**src/rtl/pipeline_hazard_ctrl_pkg.sv**
```systemverilog
// pipeline_hazard_ctrl_pkg: controller state encodings and the hard-wired zero register specifier.
package pipeline_hazard_ctrl_pkg;
  typedef enum logic [1:0] {
    ST_RUN        = 2'd0,
    ST_FLUSH      = 2'd1,
    ST_WAIT_FETCH = 2'd2
  } state_t;
  localparam int REG_ZERO = 0;
endpackage

```
**src/rtl/pipeline_hazard_ctrl_hazard_detect.sv**
```systemverilog
// hazard_detect: combinational load-use compare between the load in EX and the instruction in ID.
module hazard_detect
  import pipeline_hazard_ctrl_pkg::*;
#(
  parameter int REG_ADDR_W = 5
) (
  input  logic [REG_ADDR_W-1:0] rs,
  input  logic [REG_ADDR_W-1:0] rt,
  input  logic                  uses_rt,
  input  logic                  mem_read,
  input  logic [REG_ADDR_W-1:0] ex_rt,
  output logic                  load_use
);
  // A load into $zero never produces a value, so it cannot create a dependency.
  assign load_use = mem_read && (ex_rt != REG_ADDR_W'(REG_ZERO)) &&
                    ((ex_rt == rs) || (uses_rt && (ex_rt == rt)));
endmodule

```
**src/rtl/pipeline_hazard_ctrl.sv**
```systemverilog
// pipeline_hazard_ctrl: IF/ID + PC hazard sequencer; optional counters under `define STALL_COUNTER_EN.
module pipeline_hazard_ctrl
  import pipeline_hazard_ctrl_pkg::*;
#(
  parameter int REG_ADDR_W   = 5,
  parameter int FLUSH_CYCLES = 1,
  parameter int CNT_W        = 16
) (
  input  logic                  Clk,
  input  logic                  Reset,
  input  logic                  Imem_Ready,
  input  logic                  Branch_Taken,
  input  logic                  Jump,
  input  logic [REG_ADDR_W-1:0] IF_ID_Rs,
  input  logic [REG_ADDR_W-1:0] IF_ID_Rt,
  input  logic                  IF_ID_Uses_Rt,
  input  logic                  ID_EX_MemRead,
  input  logic [REG_ADDR_W-1:0] ID_EX_Rt,
  output logic                  PC_Write,
  output logic                  IF_ID_Write,
  output logic                  IF_ID_Flush,
  output logic                  ID_EX_Bubble,
  output logic [CNT_W-1:0]      Stall_Count,
  output logic [CNT_W-1:0]      Flush_Count
);
  localparam int FW = $clog2(FLUSH_CYCLES + 1);
  state_t        state;
  logic [FW-1:0] fcnt;
  logic          load_use, redirect;
  logic          pc_w, ifid_w, flush, bubble;
  hazard_detect #(.REG_ADDR_W(REG_ADDR_W)) u_detect (
    .rs       (IF_ID_Rs),
    .rt       (IF_ID_Rt),
    .uses_rt  (IF_ID_Uses_Rt),
    .mem_read (ID_EX_MemRead),
    .ex_rt    (ID_EX_Rt),
    .load_use (load_use)
  );
  assign redirect = Branch_Taken | Jump;
  always_comb begin
    pc_w   = 1'b1;
    ifid_w = 1'b1;
    flush  = 1'b0;
    bubble = 1'b0;
    if (redirect) flush = 1'b1;
    else if (state == ST_FLUSH) begin
      flush = 1'b1;
      pc_w  = Imem_Ready;
    end else if (state == ST_WAIT_FETCH) begin
      flush = !Imem_Ready;
      pc_w  = Imem_Ready;
    end else if (load_use) begin
      pc_w   = 1'b0;
      ifid_w = 1'b0;
      bubble = 1'b1;
    end else if (!Imem_Ready) begin
      pc_w  = 1'b0;
      flush = 1'b1;
    end
  end
  assign PC_Write     = !Reset && pc_w;
  assign IF_ID_Write  = !Reset && ifid_w;
  assign IF_ID_Flush  = Reset || flush;
  assign ID_EX_Bubble = Reset || bubble;
  always_ff @(posedge Clk or posedge Reset) begin
    if (Reset) begin
      state <= ST_RUN;
      fcnt  <= '0;
    end else if (redirect) begin
      state <= (FLUSH_CYCLES > 1) ? ST_FLUSH : ST_RUN;
      fcnt  <= FW'(FLUSH_CYCLES - 1);
    end else begin
      case (state)
        ST_RUN:        if (!load_use && !Imem_Ready) state <= ST_WAIT_FETCH;
        ST_FLUSH: if (Imem_Ready) begin
          fcnt <= fcnt - 1'b1;
          if (fcnt == FW'(1)) state <= ST_RUN;
        end
        ST_WAIT_FETCH: if (Imem_Ready) state <= ST_RUN;
        default:       state <= ST_RUN;
      endcase
    end
  end
`ifdef STALL_COUNTER_EN
  logic [CNT_W-1:0] stall_cnt, flush_cnt;
  // Bubble outside reset is only ever raised by a load-use stall.
  always_ff @(posedge Clk or posedge Reset) begin
    if (Reset) begin
      stall_cnt <= '0;
      flush_cnt <= '0;
    end else begin
      if (bubble && !(&stall_cnt)) stall_cnt <= stall_cnt + 1'b1;
      if (flush && !(&flush_cnt)) flush_cnt <= flush_cnt + 1'b1;
    end
  end
  assign Stall_Count = stall_cnt;
  assign Flush_Count = flush_cnt;
`else
  assign Stall_Count = '0;
  assign Flush_Count = '0;
`endif
endmodule

```
**config.mk**
```make
export PLATFORM = sky130hd
export DESIGN_NAME = pipeline_hazard_ctrl
export DESIGN_NICKNAME = d
export VERILOG_FILES = /design/src/rtl/pipeline_hazard_ctrl_pkg.sv /design/src/rtl/pipeline_hazard_ctrl_hazard_detect.sv /design/src/rtl/pipeline_hazard_ctrl.sv
export SDC_FILE = /design/constraint.sdc
export NUM_CORES = 1
export LEC_CHECK = 0
export ABC_AREA = 1
export ABC_CLOCK_PERIOD_IN_PS = 1400
export CORE_MARGIN = 10
export CORE_UTILIZATION = 28
export CTS_CLUSTER_DIAMETER = 30
export CTS_CLUSTER_SIZE = 30
export DETAILED_ROUTE_END_ITERATION = 7
export GPL_TIMING_DRIVEN = 1
export PLACE_DENSITY = 0.78
export SLEW_MARGIN = 10
export SYNTH_ARGS = -nofsm -noshare
export SYNTH_HDL_FRONTEND = slang
export SYNTH_SLANG_ARGS = --single-unit
export TNS_END_PERCENT = 30
```
**constraint.sdc**
```tcl
create_clock -name Clk -period 1.4 [get_ports Clk]
set_clock_uncertainty 0.2 [all_clocks]
set_input_delay 0.28 -clock Clk [delete_from_list [all_inputs] [get_ports Clk]]
set_output_delay 0.28 -clock Clk [all_outputs]
set_load 0.01 [all_outputs]
```
==> summary.txt <==
Outcome
  • Status: complete, but fails checks
  • Failing checks: negative setup slack

Critical path
  • R2R Setup Slk: ~0.36 ns
  • Crit-path max FO: 3
  • R2R Path Start: state[1]$_DFFE_PP0P_
  • WP data required: approximately 0.92 ns
  • Startpoint types: input port
  • Worst Path Arrival: 1.12 ns
  • Worst R2R End: state[1]$_DFFE_PP0P_
  • Crit path kind: input port to output port
  • CP Launch Point: IF_ID_Rt[0]
  • End of the critical path: PC_Write
  • Endpoint class of the critical path: output port
  • Path depth of the worst reg2reg path: 5

Finish
  • FF+latch area: 25.0 µm²
  • Top reg by flops: state
  • Post-layout instance area: 718 µm²
  • Largest register FFs: 1
  • Fill count: 212
  • Commonest cells after routing, fill and taps aside: 32 x conb_1, 21 x nand2_1, 13 x inv_1, 10 x buf_2, 9 x nand2_2
  • N_diodes: 0
  • Final net count: roughly 150
  • Multi-input gate area: approximately 360 µm²
  • Biggest regs: state (1)
  • Commonest non-fill, non-tap cell in the layout: conb_1
  • Synth-to-layout area growth: 30.2%
  • Final core occ: 0.399
  • Share of cells above drive strength 1: 0.331

STA
  • RSZ-0062 raised after global routing: yes
  • Maximum clock frequency: between 600 and 700 MHz
  • Final period util: 1.15
  • Tmin final: 1.60 ns
  • Final setup TNS: -0.756 ns
  • Max-slew violation count: 0
  • Final hold violations: 0
  • Worst setup margin: -0.204 ns
  • # setup viols final: 4

Yosys
  • Post-synth design cell area: 552 µm²
  • Synthesis-stage register bit count: 1
  • Seq/Total Area, Yosys: 0.0454
  • Syn Area/Cell: between 5 and 6 µm²
  • Gate count after technology mapping: around 100
  • Synth warn: 0
  • Yosys cell types: 14

Placed design
  • Detailed Place HPWL: 1450 µm
  • DP Area: 724 µm²
  • Port Buffers: 25
  • GPL Wtd Cong: 0.755
  • DP Worst Slack: -1.06 ns

CTS
  • Skew-Pair Late Insertion Delay: 0 ns
  • Post-cts hold buffer count: 0
  • Reg clk slew, reported paths: 0 ns
  • Post-CTS Setup Inserts: 0

Global route
  • First-pass GRT wire length: 2310 µm
  • GRT Residual Overflow: 0
  • Vias in the first global route: between 500 and 600
  • Initial antenna violation count: 0
  • Largest net degree at the start of global routing: 5
  • Tot GR Track Use: 0.0636

Route
  • Total routed wirelength: approximately 1600 µm
  • Vias: between 500 and 600
  • Antenna-violating nets left: 0
  • Number of remaining DRC errors: 0
  • First-pass iteration count of the detailed router: 2
  • Via/cell ratio: ~3.5
  • DR iter-0 viols: 7
  • Wire per inst: 10.4 µm

Die
  • Die Y-Extent: 64.4 µm
  • Core Area: 0.00180 mm²
  • Starting Density: 0.306
  • I/O Pins: 58
  • Total Die Area: a little over 0.004 mm²
  • Rows: 15
  • Die W: approximately 64 µm

Job
  • Max Cap Viol: 0

Power
  • Peak supply drop: roughly 0.16 mV
  • PD cells: 306 mW/mm²
  • Static leakage: 0.000464 µW

Hold path
  • HP Class: input port to asynchronous set/reset pin
-- cell usage after synthesis, drive strengths merged --
cell	n	share of area
nand2	30	0.21
buf	32	0.44
nor2	11	0.084
dfrtp	1	0.045
nand3	4	0.045
xnor2	1	0.016
conb	1	0.0068
nand3b	1	0.014
nand4	1	0.011
inv	19	0.13
-- routing by layer --
metal,part of all wire,vias to the layer above,track usage
met4,0,0,0
met3,0.080,0,0.0174
met2,0.58,25,0.137
li1,-,278,-
met1,0.34,227,0.0598
met5,0,-,0
-- where the power goes --
part / internal (µW) / switching, µW
clock network: 0 / 0
logic: 77.7 / 111
registers: 30.6 / 0.151
-- area by class of cell --
| cell class | count | area share |
|---|---|---|
| well taps | 25 | 0.0436 |
| repair buffers | 27 | 0.315 |
| multi-input cells | 80 | 0.503 |
| inverters | 19 | 0.103 |
| flip-flops and latches | 1 | 0.0348 |
-- repair_timing --
action / CTS / global route
pin swaps: 28 / 17
hold endpoints to repair: 0 / 0
endpoints found under the setup margin: 5 / 5
cloned: 0 / 0
resized for setup: 88 / 17
-- logic make-up (layout without fill, tap and decap cells) --
kind of cell  after synthesis  after routing  share of synthesized area
simple gates               47             47                      0.367
xor+xnor                    1              1                     0.0159
flops                       1              1                     0.0453
other cells                 1             32                    0.00680
buf+inv                    51             46                      0.565
-- worst max-delay path, stage by stage --
cell     delay [ns]
buf_2          0.07
inv_1          0.04
nand2_1        0.05
nand2_1        0.05
nor2_1         0.12
nand3_2        0.09
nand2_2        0.08
nand3_2        0.08
nand2_2        0.08
nor2_1         0.04
buf_2          0.13
-- how the worst min path moves through the flow --
stage	from	to	depth (start not counted)
after global routing	Reset	state[1]$_DFFE_PP0P_	3
after floorplan	Reset	state[1]$_DFFE_PP0P_	1
after detailed placement	Reset	state[1]$_DFFE_PP0P_	3
after global placement	Reset	state[1]$_DFFE_PP0P_	3
final	Reset	state[1]$_DFFE_PP0P_	3
after CTS	Reset	state[1]$_DFFE_PP0P_	3
-- metrics by stage --
stage / hold WS [ns] / std cells / power [µW]
final: 0.374 / 152 / 220
after detailed placement: 0.366 / 152 / 217
after global routing: 0.389 / 152 / 242
after global placement: 0.364 / 152 / 214
after CTS: 0.365 / 152 / 197
after floorplan: -0.183 / 132 / 191
No activity file was read; power rests on OpenSTA's default activity.
==> patch, RTL diff (same settings) <==
`REG_ZERO`: 0 -> 1.
--- a/src/rtl/pipeline_hazard_ctrl_pkg.sv
+++ b/src/rtl/pipeline_hazard_ctrl_pkg.sv
@@ -5,6 +5,6 @@
     ST_FLUSH      = 2'd1,
     ST_WAIT_FETCH = 2'd2
   } state_t;
-  localparam int REG_ZERO = 0;
+  localparam int REG_ZERO = 1;
 endpackage
 
Function: changed (a bounded check fails within 4 cycles, from zero or initial values and one cycle with Reset high).
==> patch against the unedited design <==
The flow still finishes with violations (setup timing); sequential share of layout area shrank 0.19 points; worst setup slack got worse by 0.064 ns; area after synthesis shrank 0.91%; power up 8.8%; design area increased by 5.9%; combinational power is 10% higher; routed wire length is 11% higher; sequential cell count unchanged; first-iteration DRC count down 100%; largest cell class unchanged; largest power group unchanged; highest routed layer is now met4.
==> patch: results (changes against the unedited design) <==
<table>
<tr><th>Metric</th><th>Value</th></tr>
<tr><th colspan="2">Logic synthesis</th></tr>
<tr><td>Ranking of synthesized cells by area</td><td>buf_4 (44%), nand2_1 (19%), inv_1 (10%) (unchanged)</td></tr>
<tr><td>Yosys cell types</td><td>13 (was 14)</td></tr>
<tr><td>Part of the Yosys area used for sequential elements</td><td>0.04577 (was 0.04535)</td></tr>
<tr><th colspan="2">Final layout</th></tr>
<tr><td>Layout cells sized above 1</td><td>0.3566 (was 0.3307)</td></tr>
<tr><td>Final-layout fill cell count</td><td>194 (was 212)</td></tr>
<tr><th colspan="2">Route</th></tr>
<tr><td>First-iteration detailed-routing DRC count</td><td>0 (was 7)</td></tr>
<tr><td>Post-detailed-route via-to-cell ratio</td><td>3.727 (was 3.487)</td></tr>
<tr><td>Total wire length</td><td>1.749 mm (was 1.579 mm)</td></tr>
<tr><th colspan="2">GRT</th></tr>
<tr><td>Global-route usage over all layers</td><td>0.07327 (was 0.06361)</td></tr>
<tr><td>Global-route wire length before repair</td><td>2.587 mm (was 2.311 mm)</td></tr>
<tr><th colspan="2">Timing</th></tr>
<tr><td>Crit path setup slack, layout</td><td>-0.2682 ns (was -0.2039 ns)</td></tr>
<tr><td>Final-report setup violation count</td><td>5 (was 4)</td></tr>
<tr><td>TNS Setup</td><td>-1.029 ns (was -0.7562 ns)</td></tr>
<tr><th colspan="2">Clock network</th></tr>
<tr><td>CTS resizes</td><td>109 (was 88)</td></tr>
<tr><th colspan="2">Placed design</th></tr>
<tr><td>Dpl hpwl</td><td>1.500 mm (was 1.454 mm)</td></tr>
<tr><td>Final weighted congestion in routability-driven placement</td><td>0.6951 (was 0.7553)</td></tr>
<tr><td>Worst Setup Slack post-DPL</td><td>-1.102 ns (was -1.059 ns)</td></tr>
<tr><td>Number of placed instances, taps included</td><td>151 (was 152)</td></tr>
<tr><td>Placed cell area</td><td>711.9 µm² (was 724.4 µm²)</td></tr>
<tr><th colspan="2">Power and ir drop</th></tr>
<tr><td>Maximum vdd ir drop</td><td>0.1037 mV (was 0.1586 mV)</td></tr>
<tr><td>Static leakage power</td><td>0.0004820 µW (was 0.0004643 µW)</td></tr>
<tr><th colspan="2">Critical path</th></tr>
<tr><td>Maximum single-stage delay on the critical path</td><td>0.53 ns (was 0.13 ns)</td></tr>
<tr><td>Worst Path Arrival</td><td>1.19 ns (was 1.12 ns)</td></tr>
<tr><td>CP Max Fanout</td><td>2 (was 3)</td></tr>
<tr><th colspan="2">Run status</th></tr>
<tr><td>Violations in the final reports</td><td>setup timing (unchanged)</td></tr>
<tr><td>Run status</td><td>finished with violations (unchanged)</td></tr>
</table>
-- patch: changes by cell type after synthesis --
cell / unedited run / this run
a31oi_1: 0 / 1
nor2_2: 2 / 0
nor3_1: 0 / 1
nor2_1: 9 / 10
nand2_2: 2 / 3
nand4_1: 1 / 0
nand3b_1: 1 / 0
-- patch: power by group --
part           switching, µW  internal (µW)
clock                      0              0
sequential             0.260           30.6
combinational            121           87.0
total                    121            118
-- patch: area by class of cell --
type                    instances  share of cell area
inverters                      19              0.1003
flip-flops and latches          1             0.03289
multi-input cells              80              0.4984
repair buffers                 29              0.3273
well taps                      25             0.04112
-- patch: worst paths after layout --
check	cells past startpoint	startpoint	slack (ns)	endpoint
setup reg to reg	8	state[1]$_DFFE_PP0P_	0.06	state[1]$_DFFE_PP0P_
setup / recovery	5	Imem_Ready	-0.27	IF_ID_Flush
max in group asynchronous	3	Reset	0.50	state[1]$_DFFE_PP0P_
min in group Clk	4	Jump	0.53	state[1]$_DFFE_PP0P_
hold / removal	3	Reset	0.42	state[1]$_DFFE_PP0P_
hold reg to reg	8	state[1]$_DFFE_PP0P_	0.73	state[1]$_DFFE_PP0P_
-- patch: cells by family after synthesis --
kind of cell,count (synthesis),share of synthesized area
AOI/OAI and AO/OA,1,0.01145
xor gates and xnor gates,1,0.01602
buffers and inverters,51,0.5698
DFF,1,0.04576
other,1,0.006858
and+or+nand+nor,46,0.3501
-- patch: layer usage --
metal  GRT usage  vias to the layer above  share of wire
li1            -                      284              -
met1     0.06093                      249           0.30
met2      0.1455                       33           0.56
met3     0.02787                        8          0.099
met4     0.03743                        0          0.044
met5           0                        -              0
-- patch: critical path: cells and delay by family --
| family | cells | cell delay [ns] |
|---|---|---|
| buf+inv | 3 | 0.76 |
| simple gates | 2 | 0.16 |
